## config.mk

```make
export PLATFORM = sky130hd
export DESIGN_NAME = lookup_sequencer
export DESIGN_NICKNAME = d
export VERILOG_FILES = /design/src/rtl/lookup_sequencer.sv
export SDC_FILE = /design/constraint.sdc
export NUM_CORES = 1
export LEC_CHECK = 0
export ABC_CLOCK_PERIOD_IN_PS = 2250
export BUFFER_PORTS_ARGS = -buffer_cell sky130_fd_sc_hd__buf_4
export CAP_MARGIN = 20
export CORE_MARGIN = 2
export CORE_UTILIZATION = 46
export CTS_CLUSTER_SIZE = 12
export DETAILED_ROUTE_END_ITERATION = 8
export MAX_ROUTING_LAYER = met4
export PLACE_DENSITY = 0.74
export SKIP_LAST_GASP = 1
export SYNTH_ARGS = -nofsm -noshare
export SYNTH_HDL_FRONTEND = slang
export SYNTH_SLANG_ARGS = --single-unit
```

## constraint.sdc

```tcl
create_clock -name Clk -period 2.25 [get_ports Clk]
set_clock_uncertainty 0.15 [all_clocks]
set_input_delay 0.1125 -clock Clk [delete_from_list [all_inputs] [get_ports Clk]]
set_output_delay 0.1125 -clock Clk [all_outputs]
set_load 0.02 [all_outputs]
```

## src/rtl/lookup_sequencer.sv

```systemverilog
// Page-table driven ROM row sequencer: fetches each row of a selected page,
// presents it until accepted, dwells a number of ticks, then steps, loops or finishes.
module lookup_sequencer #(
    parameter int unsigned DWELL = 4
) (
    input  logic        Clk,
    input  logic        Reset_n,
    input  logic        start,
    input  logic [2:0]  page,
    input  logic        loop,
    input  logic        stop,
    input  logic        tick,
    input  logic        row_ready,
    input  logic [35:0] rom_data,
    output logic [4:0]  rom_addr,
    output logic [35:0] row_data,
    output logic        row_valid,
    output logic        row_last,
    output logic        busy,
    output logic        done,
    output logic        err
);

    localparam logic [3:0] DWELL_N = DWELL[3:0];

    typedef enum logic [2:0] {
        S_IDLE, S_FETCH, S_PRESENT, S_DWELL, S_DONE
    } state_t;

    state_t      state, state_nxt;
    logic [4:0]  base;
    logic [2:0]  last_idx;
    logic [2:0]  index;
    logic        loop_r;
    logic [3:0]  dwell_cnt;

    logic [4:0]  page_base;
    logic [2:0]  page_last;
    logic        page_ok;
    logic        dwell_hit;
    logic        abort;

    // Page table: base address and index of the final row.
    always_comb begin
        page_base = 5'd0;
        page_last = 3'd0;
        case (page)
            3'd0: begin page_base = 5'd0;  page_last = 3'd2; end
            3'd1: begin page_base = 5'd3;  page_last = 3'd2; end
            3'd2: begin page_base = 5'd6;  page_last = 3'd2; end
            3'd3: begin page_base = 5'd9;  page_last = 3'd7; end
            3'd4: begin page_base = 5'd17; page_last = 3'd7; end
            3'd5: begin page_base = 5'd25; page_last = 3'd2; end
            default: begin page_base = 5'd0; page_last = 3'd0; end
        endcase
    end

    assign page_ok   = (page < 3'd6);
    assign dwell_hit = tick && ((dwell_cnt + 4'd1) == DWELL_N);
    assign abort     = stop && (state != S_IDLE);
    assign busy      = (state != S_IDLE);
    assign done      = (state == S_DONE) && !stop;

    always_ff @(posedge Clk or negedge Reset_n) begin
        if (!Reset_n) state <= S_IDLE;
        else          state <= state_nxt;
    end

    always_comb begin
        state_nxt = state;
        if (abort) begin
            state_nxt = S_IDLE;
        end else begin
            case (state)
                S_IDLE:    if (start && page_ok) state_nxt = S_FETCH;
                S_FETCH:   state_nxt = S_PRESENT;
                S_PRESENT: if (row_ready) state_nxt = S_DWELL;
                S_DWELL:   if (dwell_hit) state_nxt = (row_last && !loop_r) ? S_DONE : S_FETCH;
                S_DONE:    state_nxt = S_IDLE;
                default:   state_nxt = S_IDLE;
            endcase
        end
    end

    always_ff @(posedge Clk or negedge Reset_n) begin
        if (!Reset_n) begin
            base      <= 5'd0;
            last_idx  <= 3'd0;
            index     <= 3'd0;
            loop_r    <= 1'b0;
            dwell_cnt <= 4'd0;
            rom_addr  <= 5'd0;
            row_data  <= 36'd0;
            row_valid <= 1'b0;
            row_last  <= 1'b0;
            err       <= 1'b0;
        end else begin
            err <= 1'b0;
            if (abort) begin
                row_valid <= 1'b0;
                row_last  <= 1'b0;
            end else begin
                case (state)
                    S_IDLE: begin
                        if (start && page_ok) begin
                            base     <= page_base;
                            last_idx <= page_last;
                            loop_r   <= loop;
                            rom_addr <= page_base;
                            index    <= 3'd0;
                        end else if (start) begin
                            err <= 1'b1;
                        end
                    end
                    S_FETCH: begin
                        row_data  <= rom_data;
                        row_last  <= (index == last_idx);
                        row_valid <= 1'b1;
                    end
                    S_PRESENT: begin
                        if (row_ready) begin
                            row_valid <= 1'b0;
                            dwell_cnt <= 4'd0;
                        end
                    end
                    S_DWELL: begin
                        if (tick) dwell_cnt <= dwell_cnt + 4'd1;
                        // Wrap back to the page base on the last row of a looping page.
                        if (dwell_hit && row_last && loop_r) begin
                            rom_addr <= base;
                            index    <= 3'd0;
                        end else if (dwell_hit && !row_last) begin
                            rom_addr <= rom_addr + 5'd1;
                            index    <= index + 3'd1;
                        end
                    end
                    default: ;
                endcase
            end
        end
    end

endmodule

```

# Word-level counts from Yosys, hierarchy flattened
# Cells that the tools add are included.
# totals
reg_bits	63
latch_bits	0
mem_bits_rw	0
rom_bits	0
input_bits	46
wordCells	88
n_memories	0
# classes
addsub	3
mul	0
div_mod_pow	0
order_cmp	1
eq_ne	18
shifts	0
muxes	28
bitwise	1
reduce_logical	26
# op_table
op	n
$pmux W5 S5	1
$mux W3	8
$mux W5	3
$eq A3 B2 Y1 const B	4
$ne A3 B3 Y1 const B	4
$pmux W3 S2	2
$pmux W3 S4	1
$pmux W5 S2	1
$eq A3 B3 Y1 const B	3
$logic_and A1 B1 Y1	8
$mux W1	8
$mux W4	2
$pmux W4 S2	1
$reduce_and A4 Y1	2
$eq A3 B1 Y1 const B	2
$logic_not A3 Y1	2
$ne A2 B2 Y1 const B	3
$reduce_and A3 Y1	2
$reduce_bool A2 Y1	3
$reduce_bool A3 Y1	2
$add A5 B1 Y5 const B	1
$add A4 B1 Y4 const B	1
$eq A4 B3 Y1 const B	1
$reduce_and A2 Y1	2
8 further kinds	10

# Logic depth before layout (Yosys ltp)
# Gate-level depths: netlist of the first run.
# logic_depth
depth_word	7
ltp_mapped	8
ltp_nobuf	6

# Worst setup path before layout of the first run
# No wires, ideal clock.
# synth_path
path_kind	reg2reg
from	register dwell_cnt[0]
to	register rom_addr[1]
setup_time_ps	126
t_arrival_ps	2036
required_time_ps	1974
setup_slack_ps	-62
stages_incl_launch_ff	8
n_path_buf	1
period_less_slack_ps	2312
cell_sequence	dfrtp_1 -> ha_1 -> or3b_1 -> o41ai_4 -> a41oi_4 -> or2_0 -> buf_2 -> a221o_1
# synth_between
elab_chain_len	7
word_cells_on_any_way	10
classes_between	add/sub: 1; eq/ne: 2; mux: 2; reduce/logical: 5
# synth_rtl
item	line_no	source
from (decl)	35	logic [3:0] dwell_cnt;
from (signal assigned)	127	if (tick) dwell_cnt <= dwell_cnt + 4'd1;
$add A4 B1 Y4 *	59	assign dwell_hit = tick && ((dwell_cnt + 4'd1) == DWELL_N);
$eq A4 B3 Y1 *	59	
$logic_and A1 B1 Y1 *	59	
$logic_and A1 B1 Y1 (2 in a row)	129	if (dwell_hit && row_last && loop_r) begin
$ne A3 B3 Y1 (no source line) or $mux W5 (tied branches)	-	
$reduce_and A4 Y1 (no source line) or $pmux W5 S2 (tied branches)	-	
to (signal assigned)	109	rom_addr <= page_base;
to (signal assigned)	130	rom_addr <= base;
to (signal assigned)	133	rom_addr <= rom_addr + 5'd1;
to (decl)	15	output logic [4:0] rom_addr,
# Every way passes the cells marked *; elsewhere a longest branch is shown, timed or not.
# A chain may end at the register's enable or synchronous reset.

# Worst setup path in the final report of the first run
# layout_path
from	register dwell_cnt[0]
to	register rom_addr[3]
# Same word-level chain as after synthesis.

==> results of run 1 <==
timing repair:
action | CTS | global route
endpoints found under the setup margin | 5 | 7
hold buffers | 45 | 0
buffers inserted | 3 | 1
pin swaps | 3 | 6
endpoints found under the hold margin | 109 | 0
gates resized for setup | 6 | 4
routing by layer:
layer | part of all wire | track usage | up-vias
met5 | 0 | - | -
met4 | 0.027 | 0.1232 | 0
met3 | 0.033 | 0.03165 | 17
met2 | 0.52 | 0.3527 | 64
met1 | 0.42 | 0.2788 | 1222
li1 | - | - | 1179
sequential cells by signal (all words and copies together), names as in the netlist, 2 cells and up:
register   flops
row_data      36
base           5
rom_addr       5
index          3
last_idx       2
state          3
dwell_cnt      4
power by group through the flow:
| stage | Clock, mW | Sequential (mW) | Combinational, mW |
|---|---|---|---|
| after CTS | 0.870 | 1.93 | 2.45 |
| after global routing | 0.923 | 2.01 | 2.65 |
| after detailed placement | 0 | 1.95 | 2.35 |
| after floorplan | 0 | 2.35 | 0.963 |
| after global placement | 0 | 1.92 | 2.30 |
| final | 0.844 | 1.94 | 2.48 |
cells by family (layout without fill, tap and decap cells):
logic type	after synthesis	in the layout	share of synthesized area
and+or+nand+nor	72	72	0.1292
xor gates and xnor gates	7	7	0.02096
adders and majority gates	4	4	0.01711
buffers and inverters	19	170	0.02737
AOI/OAI and AO/OA	40	40	0.1172
muxes	41	41	0.1578
DFF	62	62	0.5304
cell usage after synthesis, drive strengths merged, types with 4 or more instances:
master / count
dfrtp: 62
mux2: 41
nand2: 16
nor2: 15
nor3: 9
o21ai: 9
clkbuf: 8
buf: 7
a221o: 6
nand2b: 5
nand3: 5
xnor2: 5
a21o: 4
a21oi: 4
a22o: 4
ha: 4
inv: 4
or2: 4
worst min-delay path by stage:
stage | from | to | slack (ns) | depth (start not counted)
4_1_cts | start | base[0]$_DFFE_PN0P_ | 0.11 | 5
6_report | start | base[0]$_DFFE_PN0P_ | 0.12 | 5
2_1_floorplan | Reset_n | base[0]$_DFFE_PN0P_ | -0.33 | 0
3_5_place_dp | Reset_n | err$_DFF_PN0_ | 0.09 | 1
5_1_grt | start | err$_DFF_PN0_ | 0.17 | 4
3_3_place_gp | Reset_n | err$_DFF_PN0_ | 0.09 | 1
cell type report:
| class | count | share of cell area |
|---|---|---|
| clock inverter | 6 | 0.008764 |
| tap | 77 | 0.02177 |
| clock buffer | 10 | 0.02884 |
| multi-input combinational | 164 | 0.3020 |
| sequential | 62 | 0.3509 |
| inverter | 4 | 0.003393 |
| timing repair buffer | 150 | 0.2844 |
through the flow:
step,worst slack [ns],hold slack [ns],power [mW],TNS [ns]
finish,-0.01639,0.1170,5.265,-0.02351
global route,-0.09983,0.1665,5.587,-0.4219
CTS,0.02001,0.1119,5.252,0
detailed placement,-0.02423,0.09096,4.299,-0.07678
global placement,0.03531,0.09461,4.226,0
floorplan,0.02642,-0.3331,3.314,0
worst reg2reg max path: cells and delay by family, from the launching register on:
kind,cells,cell delay (ns)
compound gates,3,0.78
flops,1,0.44
buf+inv,2,0.30
simple gates,1,0.30
fa+ha+maj,1,0.17
layout by cell type, fill, tap and decap left out, types with 3 or more instances in the layout:
cell and instances:
inv_1 4, dlygate4sd3_1 45, a221o_1 6, dfrtp_1 61
nor4_1 3, or2_2 3, nand3_1 5, ha_1 3
a21o_1 4, buf_4 102, nand2b_1 4, nor2_1 15
mux2_2 40, clkinv_2 3, nand2_1 16, a21oi_1 4
xnor2_1 5, a22o_1 4, clkbuf_8 9, nor3_1 9
o21ai_0 9, nor2b_1 3
==> results.toml, run 1 <==
[clock_network]
clk_latency_ns = 0.34
cts_tree = "yes"
clk_pin_slew_worst_paths_ns = 0.07
clock-sinks = 62
cts.path.max_buffers = 2
root_buffer = "clkbuf_8"
cts.htree.levels = 3
cts_buffers = 9

[logic_synthesis]
synth_top_area_share = 0.5304
ys_seq_area_frac = 0.5304
syn_inst = 245
synth_edf_count = 0
syn-cell-area_sq_mm = 0.002925
ys_seq_elements = 62
synth.largest_area_cell = "dfrtp_1"
synthFlopType = "dfrtp_1"
avgSynthCellArea_sq_um = 11.94
yosys-top-cells-area = "dfrtp_1 53%, mux2_2 16%, a221o_1 2.1%"
yosysWarnings = 0
async_flop_share = 1.000
synth_nets = 295
synthDistinctLibCells = 44

[critical_path]
r2r_slack_ns = -0.02
path_cells = "ha_4, buf_6, o41ai_4, buf_4, a41oi_4, or2_4, a221o_1"
crit_end = "rom_addr[3]$_DFFE_PN0P_"
cp_top_family = "compound AO/OA/AOI/OAI gates"
critPathArrivalTime_ns = 2.34
cpPeakStageDelay_ns = 0.44
slowest_stage = "dfrtp_2"
ff2ff_path_depth = 7
critPathKind = "flop to flop"
worstSetupPathDepth = 7
crit_buf_inv = 2
endpoint_kind = "flop"
cp_data_required_time_ns = 2.33
startpoint = "dwell_cnt[0]$_DFFE_PN0P_"
startpoint_type = "flop"
regToRegStartpoint = "dwell_cnt[0]$_DFFE_PN0P_"
path_max_fanout = 7
r2r_end = "rom_addr[3]$_DFFE_PN0P_"

[sta]
post-route-period-util = 1.007
slew_violations = 0
post-route-min-period_ns = 2.266
setup_viol = 3
fin_ws_ns = -0.01639
slew_headroom = 0.4799
rsz0062_at_grt = "true"
tightestPinTransition_ns = 0.7801
max_freq_ghz = 0.4412
finalHoldViolations = 0

[placed_design]
io_buffers = 91
gp_congestion = 0.8106
post_dp_cell_area_sq_mm = 0.003741
dp_hpwl_mm = 4.590
placed_cells = 408

[finish]
antenna_cells = 0
drive_above_1_share = 0.4394
areaGrowthSynthToFinish_pct = 51.28
num-nets-final = 441
fin_util = 0.7091
multi_input_area_sq_mm = 0.001336
stdcell_count = 473
nFillCells = 450
design_area_sq_mm = 0.004425
regArea_sq_mm = 0.001553

[drt]
ant_nets = 0
drt_iter0_drc = 88
vias_per_cell = 5.247
drc = 0
avgRoutedWirePerCell_microns = 15.31
routed_wirelength_mm = 7.243
via_count = 2482
dr.pass1.iters = 4

[die]
fp.dieW_microns = 83.75
ios = 92
start_util = 0.4687
num_rows = 29
core_sq_mm = 0.006241
die-area_sq_mm = 0.007013
die_y_microns = 83.75

[power_and_ir_drop]
vdd_ir_drop_max_uv = 885.9
p_per_area_mw_per_mm2 = 1190
p_sw_frac = 0.3797
seqPwrFrac = 0.368
netSwitchingPower_mw = 1.999
p_int_mw = 3.266
p_leak_nw = 2.045
p_clk_frac = 0.160
combPwrFrac = 0.471

[outcome]
violations = "setup timing"
status = "finished, violations left"

[global_route]
antenna_found_initial = 0
grt_pass1_vias = 2505
grtUsageTotal = 0.2234
grt_overflow_total = 0
grt_pass1_wl_mm = 11.87
grt_max_degree = 63

[worst_hold_path]
hp-class = "input port to flop"

[flow_run]
cap_violations = 0
(Power assumes the default switching activity.)
==> run 2, diff against run 1 <==
CORE_MARGIN = 10   (was 2)
==> run 2 against run 1 <==
  * The run now ends clean
  * Core utilization grew 2.7 points
  * Cell area rose by 0.82%
  * Critical endpoint is now rom_addr[1]$_DFFE_PN0P_
  * Via count up 0.20%
  * Final cell count decreased by 0.42%
  * Routed wire length increased by 18%
  * First-iteration DRC count up 68%
  * Count of clock-buffer cells in the layout increased by 2
  * Global-route usage is 3.7 points lower
  * Combinational power is 2% higher
  * Critical path depth decreased by 1
  * Fmax is 2.8% higher
==> results.toml, run 2 (synthesis gave the netlist of run 1 again) <==
[outcome]
status = "completed"

[power_and_ir_drop]
p_leak_nw = 2.066
vdd_ir_drop_max_uv = 886.7
power.total_mw = 5.601
p_per_area_mw_per_mm2 = 1255

[global_route]
grtUsageTotal = 0.1864
grt_max_degree = 63
grt_overflow_total = 0
antenna_found_initial = 0
grt_pass1_vias = 2742
grt_pass1_wl_mm = 14.27

[drt]
via_count = 2487
dr.pass1.iters = 5
vias_per_cell = 5.280
avgRoutedWirePerCell_microns = 18.12
ant_nets = 0
routed_wirelength_mm = 8.534
drt_iter0_drc = 148
drc = 0

[die]
num_rows = 28
core_sq_mm = 0.006061
die-area_sq_mm = 0.009949
ios = 92
start_util = 0.4827
fp.dieW_microns = 99.75
die_y_microns = 99.75

[finish]
drive_above_1_share = 0.4419
largest_reg_flops = 36
largest-register = "row_data"
areaGrowthSynthToFinish_pct = 52.52
layout_common_cells = "106 x buf_4, 60 x dfrtp_1, 44 x dlygate4sd3_1"
num-nets-final = 442
top_regs = "row_data: 36 flops, base: 5 flops, rom_addr: 5 flops"
antenna_cells = 0
fin_util = 0.7362
layout_commonest_cell = "buf_4"

[critical_path]
r2r_slack_ns = 0.04
critPathArrivalTime_ns = 2.28
path_max_fanout = 6
endpoint_kind = "flop"
path_cells = "ha_4, o41ai_4, buf_4, nand2b_4, mux2_2, a221o_1"
slowest_stage = "o41ai_4"
critPathKind = "flop to flop"
cp_data_required_time_ns = 2.32
cpPeakStageDelay_ns = 0.45
startpoint_type = "flop"

[sta]
slew_violations = 0
setup_viol = 0
finalHoldViolations = 0
rsz0062_at_grt = "true"
fin_ws_ns = 0.04467
post-route-min-period_ns = 2.205
max_freq_ghz = 0.4534
timing.setup.tns_ns = 0
slew_headroom = 0.4881
fin_hold_ws_ns = 0.02441
tightestPinTransition_ns = 0.7679
post-route-period-util = 0.9801

[worst_hold_path]
hp-class = "input port to flop"

[placed_design]
pre_cts_ws_ns = -0.06559
io_buffers = 91
gp_congestion = 0.8250
dp_hpwl_mm = 5.489

[clock_network]
clk_pin_slew_worst_paths_ns = 0.07
cts_tree = "yes"
cts.path.max_buffers = 2
cts.htree.levels = 3
clock-sinks = 62
clk_latency_ns = 0.34
cts_buffers = 9
root_buffer = "clkbuf_8"

[flow_run]
cap_violations = 0
==> run 2: changes by cell type in the layout (fill, tap and decap cells not counted), sizes merged <==
cell	change
clkinvlp	-1
clkbuf	+2
bufinv	+2
buf	+2
dlygate4sd3	-1
clkinv	-4
==> run 2: critical path, delay by kind of cell, from the launching register on <==
kind / cells / cell delay (ns)
buffers and inverters: 1 / 0.20
AOI/OAI and AO/OA: 2 / 0.75
adders and majority gates: 1 / 0.19
DFF: 1 / 0.44
and+or+nand+nor: 1 / 0.08
muxes: 1 / 0.27
==> run 2: cell type report <==
type                            count  area (sq um)
Fill cell                         399          1599
Sequential cell                    62          1554
Multi-Input combinational cell    164          1329
Timing Repair Buffer              151          1247
Clock buffer                       12         155.1
Tap cell                           75         93.84
Clock inverter                      3         67.56
Inverter                            4         15.01
==> run 2: metrics by stage <==
stage,area [sq um],instances
after floorplan,2939,245
after global placement,3741,408
after detailed placement,3741,408
after CTS,4458,471
after global routing,4462,471
final,4462,471
==> run 2: final timing paths <==
| path | start | to | cells past startpoint |
|---|---|---|---|
| worst max-delay path | dwell_cnt[1]$_DFFE_PN0P_ | rom_addr[1]$_DFFE_PN0P_ | 6 |
| worst min register to register | last_idx[1]$_DFFE_PN0P_ | last_idx[1]$_DFFE_PN0P_ | 1 |
| worst min-delay path | tick | state[2]$_DFFE_PN0P_ | 3 |
| worst max register to register | dwell_cnt[1]$_DFFE_PN0P_ | rom_addr[1]$_DFFE_PN0P_ | 6 |
| min in group asynchronous | Reset_n | row_data[25]$_DFFE_PN0P_ | 2 |
| max in group asynchronous | Reset_n | dwell_cnt[0]$_DFFE_PN0P_ | 2 |
==> run 2: repair_timing <==
| item | 4_1_cts | 5_1_grt |
|---|---|---|
| setup buffers | 4 | 0 |
| pin swaps | 6 | 3 |
| hold buffers | 44 | 0 |
| setup endpoints to repair | 6 | 7 |
| hold endpoints to repair | 109 | 0 |
| gates resized for setup | 6 | 2 |
==> run 2: report_power, final <==
| part | total [mW] | switching (mW) | internal, mW |
|---|---|---|---|
| registers | 1.94 | 0.346 | 1.60 |
| logic | 2.53 | 1.27 | 1.27 |
| clock network | 1.13 | 0.446 | 0.679 |
| total | 5.60 | 2.06 | 3.54 |
==> run 2: layer usage <==
layer  vias up  part of all wire  global-route usage
met4         0             0.021             0.07277
li1       1168                 -                   -
met2        68              0.56              0.3225
met3        16             0.058             0.05606
met5         -                 0                   -
met1      1235              0.37              0.1939
